<file path="config.mk">
export PLATFORM = sky130hd
export DESIGN_NAME = axi4l_lbus_bridge
export DESIGN_NICKNAME = d
export VERILOG_FILES = /design/src/rtl/axi4l_lbus_bridge.sv
export SDC_FILE = /design/constraint.sdc
export NUM_CORES = 1
export LEC_CHECK = 0
export ABC_AREA = 1
export CAP_MARGIN = 20
export CORE_ASPECT_RATIO = 0.75
export CORE_UTILIZATION = 43
export CTS_BUF_LIST = sky130_fd_sc_hd__clkbuf_2 sky130_fd_sc_hd__clkbuf_4 sky130_fd_sc_hd__clkbuf_8
export CTS_CLUSTER_SIZE = 16
export DETAILED_ROUTE_END_ITERATION = 16
export PLACE_DENSITY = 0.88
export RECOVER_POWER = 100
export SYNTH_ARGS = -nofsm -noshare
export SYNTH_HDL_FRONTEND = slang
export SYNTH_SLANG_ARGS = --single-unit
</file>
<file path="constraint.sdc">
create_clock -name clk -period 2.79 [get_ports clk]
set_input_delay 0.6975 -clock clk [delete_from_list [all_inputs] [get_ports clk]]
set_output_delay 0.6975 -clock clk [all_outputs]
set_load 0.005 [all_outputs]
</file>
<file path="src/rtl/axi4l_lbus_bridge.sv">
// AXI4-Lite slave to lbus master, one access at a time; req one cycle after AXI handshake, response one cycle after ack, held until accepted.
// Define AXI4L_LBUS_WSTRB_RMW_EN to turn partial-strobe writes into lbus read-modify-write.
module axi4l_lbus_bridge #(
  parameter logic [31:0] ADDR_MASK = 32'hFFFF_FFFC,
  parameter bit          WR_FIRST  = 1'b1
) (
  input  logic        clk,
  input  logic        rst_n,
  input  logic [31:0] s_axi_awaddr,
  input  logic        s_axi_awvalid,
  output logic        s_axi_awready,
  input  logic [31:0] s_axi_wdata,
  input  logic [3:0]  s_axi_wstrb,
  input  logic        s_axi_wvalid,
  output logic        s_axi_wready,
  output logic [1:0]  s_axi_bresp,
  output logic        s_axi_bvalid,
  input  logic        s_axi_bready,
  input  logic [31:0] s_axi_araddr,
  input  logic        s_axi_arvalid,
  output logic        s_axi_arready,
  output logic [31:0] s_axi_rdata,
  output logic [1:0]  s_axi_rresp,
  output logic        s_axi_rvalid,
  input  logic        s_axi_rready,
  output logic        lbus_m_req,
  output logic [29:0] lbus_m_addr,
  output logic        lbus_m_rw,
  output logic [31:0] lbus_m_wdata,
  input  logic [31:0] lbus_m_rdata,
  input  logic        lbus_m_ack,
  input  logic        lbus_m_err
);

  typedef enum logic [2:0] {
    IDLE, WR_REQ, RD_REQ, B_RESP, R_RESP
`ifdef AXI4L_LBUS_WSTRB_RMW_EN
    , RMW_RD, RMW_WR
`endif
  } state_t;

  state_t      state_q;
  logic        prio_q, req_q, rw_q, bvalid_q, rvalid_q;
  logic [29:0] addr_q;
  logic [31:0] wdata_q, rdata_q;
  logic [1:0]  bresp_q, rresp_q;
  logic        wr_elig, tie, grant_wr, grant_rd, idle;
  logic [1:0]  ack_resp;
  logic        unused_addr_lsb;

  assign wr_elig  = s_axi_awvalid & s_axi_wvalid;
  assign tie      = wr_elig & s_axi_arvalid;
  assign grant_wr = wr_elig & (~s_axi_arvalid | prio_q);
  assign grant_rd = s_axi_arvalid & (~wr_elig | ~prio_q);
  assign idle     = (state_q == IDLE);
  assign ack_resp = lbus_m_err ? 2'b10 : 2'b00;

  // AW and W are only ever taken together.
  assign s_axi_awready = idle & grant_wr;
  assign s_axi_wready  = idle & grant_wr;
  assign s_axi_arready = idle & grant_rd;

  assign s_axi_bresp  = bresp_q;
  assign s_axi_bvalid = bvalid_q;
  assign s_axi_rdata  = rdata_q;
  assign s_axi_rresp  = rresp_q;
  assign s_axi_rvalid = rvalid_q;
  assign lbus_m_req   = req_q;
  assign lbus_m_addr  = addr_q;
  assign lbus_m_rw    = rw_q;
  assign lbus_m_wdata = wdata_q;

  assign unused_addr_lsb = ^{s_axi_awaddr[1:0], s_axi_araddr[1:0]};

`ifdef AXI4L_LBUS_WSTRB_RMW_EN
  logic [31:0] wbuf_q, merged;
  logic [3:0]  strb_q;
  always_comb begin
    merged = lbus_m_rdata;
    for (int i = 0; i < 4; i++)
      if (strb_q[i]) merged[8*i +: 8] = wbuf_q[8*i +: 8];
  end
`else
  logic unused_wstrb;
  assign unused_wstrb = ^s_axi_wstrb;
`endif

  always_ff @(posedge clk or negedge rst_n) begin
    if (!rst_n) begin
      state_q  <= IDLE;
      prio_q   <= WR_FIRST;
      req_q    <= 1'b0;
      rw_q     <= 1'b0;
      addr_q   <= '0;
      wdata_q  <= '0;
      rdata_q  <= '0;
      bvalid_q <= 1'b0;
      bresp_q  <= 2'b00;
      rvalid_q <= 1'b0;
      rresp_q  <= 2'b00;
`ifdef AXI4L_LBUS_WSTRB_RMW_EN
      wbuf_q   <= '0;
      strb_q   <= '0;
`endif
    end else begin
      case (state_q)
        IDLE: begin
          if (tie) prio_q <= ~prio_q;
          if (grant_wr) begin
            addr_q <= s_axi_awaddr[31:2] & ADDR_MASK[31:2];
`ifdef AXI4L_LBUS_WSTRB_RMW_EN
            wbuf_q <= s_axi_wdata;
            strb_q <= s_axi_wstrb;
            if (s_axi_wstrb == 4'h0) begin
              bvalid_q <= 1'b1;
              bresp_q  <= 2'b00;
              state_q  <= B_RESP;
            end else if (s_axi_wstrb != 4'hF) begin
              req_q   <= 1'b1;
              rw_q    <= 1'b0;
              state_q <= RMW_RD;
            end else begin
              req_q   <= 1'b1;
              rw_q    <= 1'b1;
              wdata_q <= s_axi_wdata;
              state_q <= WR_REQ;
            end
`else
            req_q   <= 1'b1;
            rw_q    <= 1'b1;
            wdata_q <= s_axi_wdata;
            state_q <= WR_REQ;
`endif
          end else if (grant_rd) begin
            addr_q  <= s_axi_araddr[31:2] & ADDR_MASK[31:2];
            req_q   <= 1'b1;
            rw_q    <= 1'b0;
            state_q <= RD_REQ;
          end
        end
        WR_REQ: if (lbus_m_ack) begin
          req_q    <= 1'b0;
          bvalid_q <= 1'b1;
          bresp_q  <= ack_resp;
          state_q  <= B_RESP;
        end
        RD_REQ: if (lbus_m_ack) begin
          req_q    <= 1'b0;
          rvalid_q <= 1'b1;
          rresp_q  <= ack_resp;
          rdata_q  <= lbus_m_rdata;
          state_q  <= R_RESP;
        end
        B_RESP: if (s_axi_bready) begin
          bvalid_q <= 1'b0;
          state_q  <= IDLE;
        end
        R_RESP: if (s_axi_rready) begin
          rvalid_q <= 1'b0;
          state_q  <= IDLE;
        end
`ifdef AXI4L_LBUS_WSTRB_RMW_EN
        RMW_RD: if (lbus_m_ack) begin
          req_q <= 1'b0;
          if (lbus_m_err) begin
            bvalid_q <= 1'b1;
            bresp_q  <= 2'b10;
            state_q  <= B_RESP;
          end else begin
            wdata_q <= merged;
            rw_q    <= 1'b1;
            state_q <= RMW_WR;
          end
        end
        // First cycle here keeps req low so the write never follows the read ack back-to-back.
        RMW_WR: begin
          if (!req_q) begin
            req_q <= 1'b1;
          end else if (lbus_m_ack) begin
            req_q    <= 1'b0;
            bvalid_q <= 1'b1;
            bresp_q  <= ack_resp;
            state_q  <= B_RESP;
          end
        end
`endif
        default: state_q <= IDLE;
      endcase
    end
  end

endmodule
</file>
==> results.md, run 1 <==
* Post-synth cell types at 23
* Crit path top cell by count: clkdlybuf4s50_1
* Number of CTS-inserted buffers at 9
* Via count at around 4200
* Seq cells post-synth at about 100
* Ys Warns at 0
* HPWL after detailed placement at about 9.1 mm
* First-pass GRT wire length at approximately 20 mm
* DR WL/cell at approximately 14 µm
* CP startpoint: s_axi_arvalid
* Mapped Cells at a little over 500
* Layout area overhead at 59.5%
* # rows at 31
* Slew Limit Headroom at -0.284
* Clock Sinks at 104
* Period utilization at 0.989
* Ant. Diodes at 0
* Final Worst Setup Slack at 31.1 ps
* Pin count of the biggest net entering global routing at 48
* Final hold vios at 0
* Vias/cell at approximately 4.8
* Filler cells at 710
* Slew Viols, Final at 34
* Placer Congestion at ~0.86
* Hold path start: lbus_m_wdata[19]
* Detailed Route WL at 12.5 mm
* DR iter-0 viols at 228
* Leading area contributor after synthesis: dfrtp_1
* Residual DRC at 0
* Number of H-tree levels at 3
* Seq/Total Area, Yosys at 0.594
* CP peak stage delay at around 560 ps
* Synth area leaders: dfrtp_1 (59%), nand2_1 (21%), o21ai_1 (5.7%), nor2_1 (2.9%), buf_4 (1.5%)
* Initial antenna violation count at 0
* CTS root buf: clkbuf_8
* Die W at 119 µm
* Required @ worst endpoint at 2090 ps
* RSZ-0062 raised after global routing: no
* Clk_lat worst skew at roughly 360 ps
* Hold-fix buffers, CTS at 0
* Clock period minus worst slack at between 2000 and 3000 ps
* Failing checks: capacitance limit, slew limit
* Routed Antenna Nets at 0
* Drt pass-1 iters at 4
* Status: finished, violations left
* Dominant synthesized flop cell: dfrtp_1
* Top Ports at 246
* Async S/R FF share, synth at 1.00
* Syn avg cell area at around 8.6 µm²
* Critical path class: input pin to primary output
* Power density cells at 920 nW/µm²
* Post-Place Setup Slack at -48.0 ps
* CTS Buffer Depth at 2
* DP Area at 6800 µm²
* Clock slew at reported path FFs at approximately 90 ps
* DIE HEIGHT at 89.4 µm
* Synth cell count leaders: nand2_1 (249), dfrtp_1 (103), o21ai_1 (50)
* Post-synth EDFFs at 0
* LEAKAGE at between 3 and 4 nW
* Core area at 9770 µm²
* Worst Setup End Kind: primary output
* HP Class: register to register
* Port Buf Inserts at roughly 240
* Yosys top cell area share at 0.588
* GRT overflow at 0
* Critical path peak fanout at 3
* CP max-delay cell: clkdlybuf4s50_1
* Setup TNS Final at 0 ps
* Final setup viols at 0
* Layout Nets at around 880
* Synthesized cell area at between 4000 and 5000 µm²
* Cell with the most instances after synthesis: nand2_1
* Post-route cell area at ~7000 µm²
* Cell-by-cell trace of the critical path: clkdlybuf4s50_1 > inv_1 > a211oi_1 > clkdlybuf4s50_1
* Max-cap violations at 1
* Worst Skew at between 9 and 10 ps
* Peak Freq at 362 MHz
* Layout cells sized above 1 at 0.0442
* Peak VDD IR at 0.581 mV
* Tot GR Track Use at 0.235
* Initial core utilization at 0.448
* Die area at ~11000 µm²
* Startpoint Class: input pin
* CP arrival at a little over 2000 ps
* Reg-to-reg critical path startpoint: state_q[2]
* CTS tree: yes
* Vias in the first global route at roughly 4200
* Slew @ Worst Pin at about 1900 ps
-- final cells by class --
class,count,area (µm²),share of cell area
inverters,17,65.1,0.00931
multi-input cells,365,1520,0.217
clock buffers,11,151,0.0217
flip-flops and latches,104,2600,0.372
clock inverters,5,62.6,0.00895
well taps,132,165,0.0236
repair buffers,245,2430,0.347
-- worst paths after layout --
check                              endpoint  slack [ps]  depth (start not counted)
max                           s_axi_arready          30                          4
min                        lbus_m_wdata[19]         480                          2
max reg2reg                  s_axi_rdata[4]         590                          5
min reg2reg                lbus_m_wdata[19]         480                          2
max in group asynchronous    lbus_m_addr[0]         500                          2
min in group asynchronous  lbus_m_wdata[11]         860                          1
-- state kept, by name (all words and copies together) (netlist names), 3 cells and up --
| register | cells |
|---|---|
| lbus_m_addr | 30 |
| lbus_m_wdata | 32 |
| s_axi_rdata | 32 |
| state_q | 3 |
-- worst max-delay path, delay by kind of cell --
kind / cells / cell delay, ps
buffers and inverters: 3 / 1140
AO/OA/AOI/OAI: 1 / 220
-- power by group --
| part | switching (mW) | internal (mW) | leakage [nW] |
|---|---|---|---|
| Clock | 0.510 | 0.469 | 0.102 |
| Sequential | 0.382 | 2.22 | 1.29 |
| Combinational | 1.34 | 1.51 | 2.08 |
| Total | 2.23 | 4.20 | 3.48 |
-- routing by layer --
metal / GRT usage / share of wire
met5: 0 / 0
met4: 0.0829 / 0.017
met3: 0.0682 / 0.079
met2: 0.401 / 0.49
met1: 0.291 / 0.42
-- what timing repair did --
item,CTS,global route
resized for setup,2,3
setup endpoints to repair,2,2
setup buffers,0,0
cloned,0,0
-- cell families after synthesis --
logic type,share of synthesized area
buffers and inverters,0.0582
DFF,0.594
other,0.000856
AOI/OAI and AO/OA,0.0768
and+or+nand+nor,0.268
xor gates and xnor gates,0.00200
-- through the flow --
step                cells  hold WS, ps  total power [mW]  utilization
global route          879          504              6.94        0.715
CTS                   879          273              6.84        0.718
global placement      863          455              5.68        0.695
finish                879          477              6.43        0.715
floorplan             513          402              3.96            -
detailed placement    863          465              5.83        0.695
-- cells in the final DEF, fill, tap and decap left out, types with 2 or more instances in the layout --
cell	n
clkbuf_1	2
nand3_1	7
clkdlybuf4s50_1	131
dlymetal6s2s_1	2
nor2_1	34
dlygate4sd3_1	101
inv_1	13
o21ai_1	20
o21ai_0	43
nand2_1	250
conb_1	2
buf_4	5
clkbuf_8	11
clkbuf_2	2
nor2_4	2
dfrtp_1	103
clkinvlp_4	2
inv_2	2
Power figures use the tool's default switching activity.
==> inputs of run 2 (changes only) <==
- ABC_AREA: 1 -> default
- PLACE_DENSITY: 0.88 -> 0.89
==> results.md, run 2 <==
* Final setup viols at 0 (unchanged)
* Cell total after placement at 681 (-21%)
* HP Class: register to register
* Post-synth EDFFs at 0 (unchanged)
* Status: completed
* Core area at 9740 µm² (-0.40%)
* Initial core utilization at 0.447 (-0.00143)
* Clock power share at 0.136 (-0.016)
* Async S/R FF share, synth at 1.00 (unchanged)
* CP arrival at 2020 ps (-40 ps)
* Ys Warns at 0 (unchanged)
* First-pass GRT wire length at 17.4 mm (-11%)
* Syn avg cell area at 13.3 µm² (+56%)
* DR WL/cell at 15.9 µm (+12%)
* RSZ-0062 raised after global routing: no
* Switch Pwr at 2.08 mW (-7.0%)
* Synth area leaders: dfrtp_1 (59%), mux2_2 (9.6%), mux2_1 (7.8%), mux2i_1 (7.1%), a21oi_1 (4.0%)
* Startpoint Class: input pin
* Initial antenna violation count at 0 (unchanged)
* Min Hold Slack at 487 ps (+10.7 ps)
* Seq cells post-synth at 104 (unchanged)
* Most frequent cells in the layout: clkdlybuf4s50_1 (130), dfrtp_1 (103), dlygate4sd3_1 (102)
* LEAKAGE at 2.89 nW (-17%)
* Port Buf Inserts at 235 (unchanged)
* CTS tree: yes
* Via count at 3368 (-20%)
* Pin count of the biggest net entering global routing at 59 (+23%)
* Power, Total at 6.53 mW (+1.6%)
* GRT overflow at 0 (unchanged)
* Cell-by-cell trace of the critical path: clkdlybuf4s50_1 > buf_4 > o211a_1 > clkdlybuf4s50_1
* Max-cap violations at 0 (-1)
* CTS Buffer Depth at 2 (unchanged)
* Post-synth cell types at 31 (+35%)
* Sequential Power Share at 0.411 (+0.007)
* Tot GR Track Use at 0.214 (-0.0213)
* HPWL after detailed placement at 8.47 mm (-6.8%)
* Ant. Diodes at 0 (unchanged)
* Int Power at 4.46 mW (+6.2%)
* Worst Skew at 7.36 ps (-2.36 ps)
* Top Ports at 246 (unchanged)
* DP Area at 6830 µm² (+0.53%)
* Placer Congestion at 0.828 (-3.4%)
* Clock period minus worst slack at 2710 ps (-44.4 ps)
* Clock Sinks at 104 (unchanged)
* Die W at 118 µm (-0.35%)
* Synth cell count leaders: dfrtp_1 (103), mux2_2 (37), a21oi_1 (35)
* DR iter-0 viols at 111 (-51%)
* Vias/cell at 4.82 (+0.34%)
* Die area at 10500 µm² (-0.71%)
* Power density cells at 933 nW/µm² (+1.4%)
* Commonest non-fill, non-tap cell in the layout: clkdlybuf4s50_1
* Filler cells at 687 (-3.2%)
* Final Worst Setup Slack at 75.5 ps (+44.4 ps)
* Routed Antenna Nets at 0 (unchanged)
* Layout cells sized above 1 at 0.125 (+0.0810)
* Mapped Cells at 326 (-36%)
* Layout Nets at 703 (-20%)
* Final Util at 0.720 (+0.00439)
* Yosys top cell area share at 0.592 (+0.00423)
* Worst Setup End Kind: primary output
* Clock slew at reported path FFs at 100 ps (about the same)
* Synthesized cell area at 4350 µm² (-0.71%)
* Dominant synthesized flop cell: dfrtp_1
* Post-Layout Cell Count at 699 (-20%)
* Slew Limit Headroom at 0.0282 (+0.313)
* # rows at 31 (unchanged)
* DIE HEIGHT at 89.1 µm (-0.35%)
* Vias in the first global route at 3456 (-17%)
* Layout area overhead at 61.0%
* Crit path top cell by count: clkdlybuf4s50_1
* Post-Place Setup Slack at -46.3 ps (+1.69 ps)
* Detailed Route WL at 11.1 mm (-11%)
* Slew @ Worst Pin at 1460 ps (-469 ps)
* Cell with the most instances after synthesis: dfrtp_1
* Period utilization at 0.973 (-0.0159)
* Critical path class: input pin to primary output
* Logic pwr share at 0.452 (+0.008)
* Final hold vios at 0 (unchanged)
* CP peak stage delay at 530 ps (-30 ps)
* Residual DRC at 0 (unchanged)
* Hold-fix buffers, CTS at 0 (unchanged)
* CTS root buf: clkbuf_8
* Required @ worst endpoint at 2090 ps (about the same)
* Number of H-tree levels at 3 (unchanged)
* Leading area contributor after synthesis: dfrtp_1
* Peak Freq at 368 MHz (+1.6%)
* CP max-delay cell: clkdlybuf4s50_1
* Slew Viols, Final at 0 (-100%)
* Post-route cell area at 7010 µm² (+0.21%)
* Critical path peak fanout at 3 (unchanged)
* Setup TNS Final at 0 ps (unchanged)
* Clk_lat worst skew at 350 ps (about the same)
* Peak VDD IR at 0.488 mV (-16%)
* Switching Fraction at 0.318 (-0.0293)
* Number of CTS-inserted buffers at 9 (unchanged)
* Drt pass-1 iters at 3 (-1)
* Seq/Total Area, Yosys at 0.598 (+0.00427)
## run 2: cells by family (layout without fill, tap and decap cells)
family,count (synthesis),count (layout),share of synthesized area
xor gates and xnor gates,2,2,0.00403
other,1,2,0.000862
DFF,104,104,0.598
AOI/OAI and AO/OA,47,47,0.0604
buffers and inverters,28,268,0.0420
muxes,98,98,0.245
and+or+nand+nor,46,46,0.0497
## run 2: worst paths after layout
path | to | from | cells past startpoint | slack, ps
min in group asynchronous | lbus_m_wdata[9] | rst_n | 1 | 670
max in group asynchronous | lbus_m_wdata[26] | rst_n | 2 | 1110
max | s_axi_arready | s_axi_arvalid | 4 | 80
min | lbus_m_wdata[2] | lbus_m_wdata[2] | 1 | 490
min reg2reg | lbus_m_wdata[2] | lbus_m_wdata[2] | 1 | 490
max reg2reg | lbus_m_wdata[30] | state_q[2] | 5 | 410
## run 2: layout make-up
type	count	area, µm²	share of cell area
Clock buffer	10	138	0.0196
Clock inverter	6	51.3	0.00732
Inverter	5	18.8	0.00268
Multi-Input combinational cell	195	1570	0.225
Sequential cell	104	2600	0.372
Tap cell	132	165	0.0236
Timing Repair Buffer	247	2460	0.351
## run 2: worst max-delay path, delay by kind of cell
family	cells	cell delay, ps
buf+inv	3	1180
compound gates	1	140
## run 2: layer usage
layer / routed length (µm) / global-route usage
met3: 849 / 0.0765
met2: 5690 / 0.389
met1: 4450 / 0.243
met5: 0 / 0
met4: 136 / 0.0571
## run 2: power groups by stage
stage	registers (mW)	logic, mW	clock network [mW]
3_3_place_gp	2.71	3.17	0
3_5_place_dp	2.78	3.28	0
5_1_grt	2.80	3.21	0.978
2_1_floorplan	2.73	1.31	0
6_report	2.69	2.96	0.891
4_1_cts	2.74	3.30	0.927
## run 2: repair_timing
item | CTS | global route
gates resized for setup | 1 | 3
setup endpoints to repair | 2 | 2
buffers inserted | 0 | 2
pin swaps | 0 | 0
cloned | 0 | 0
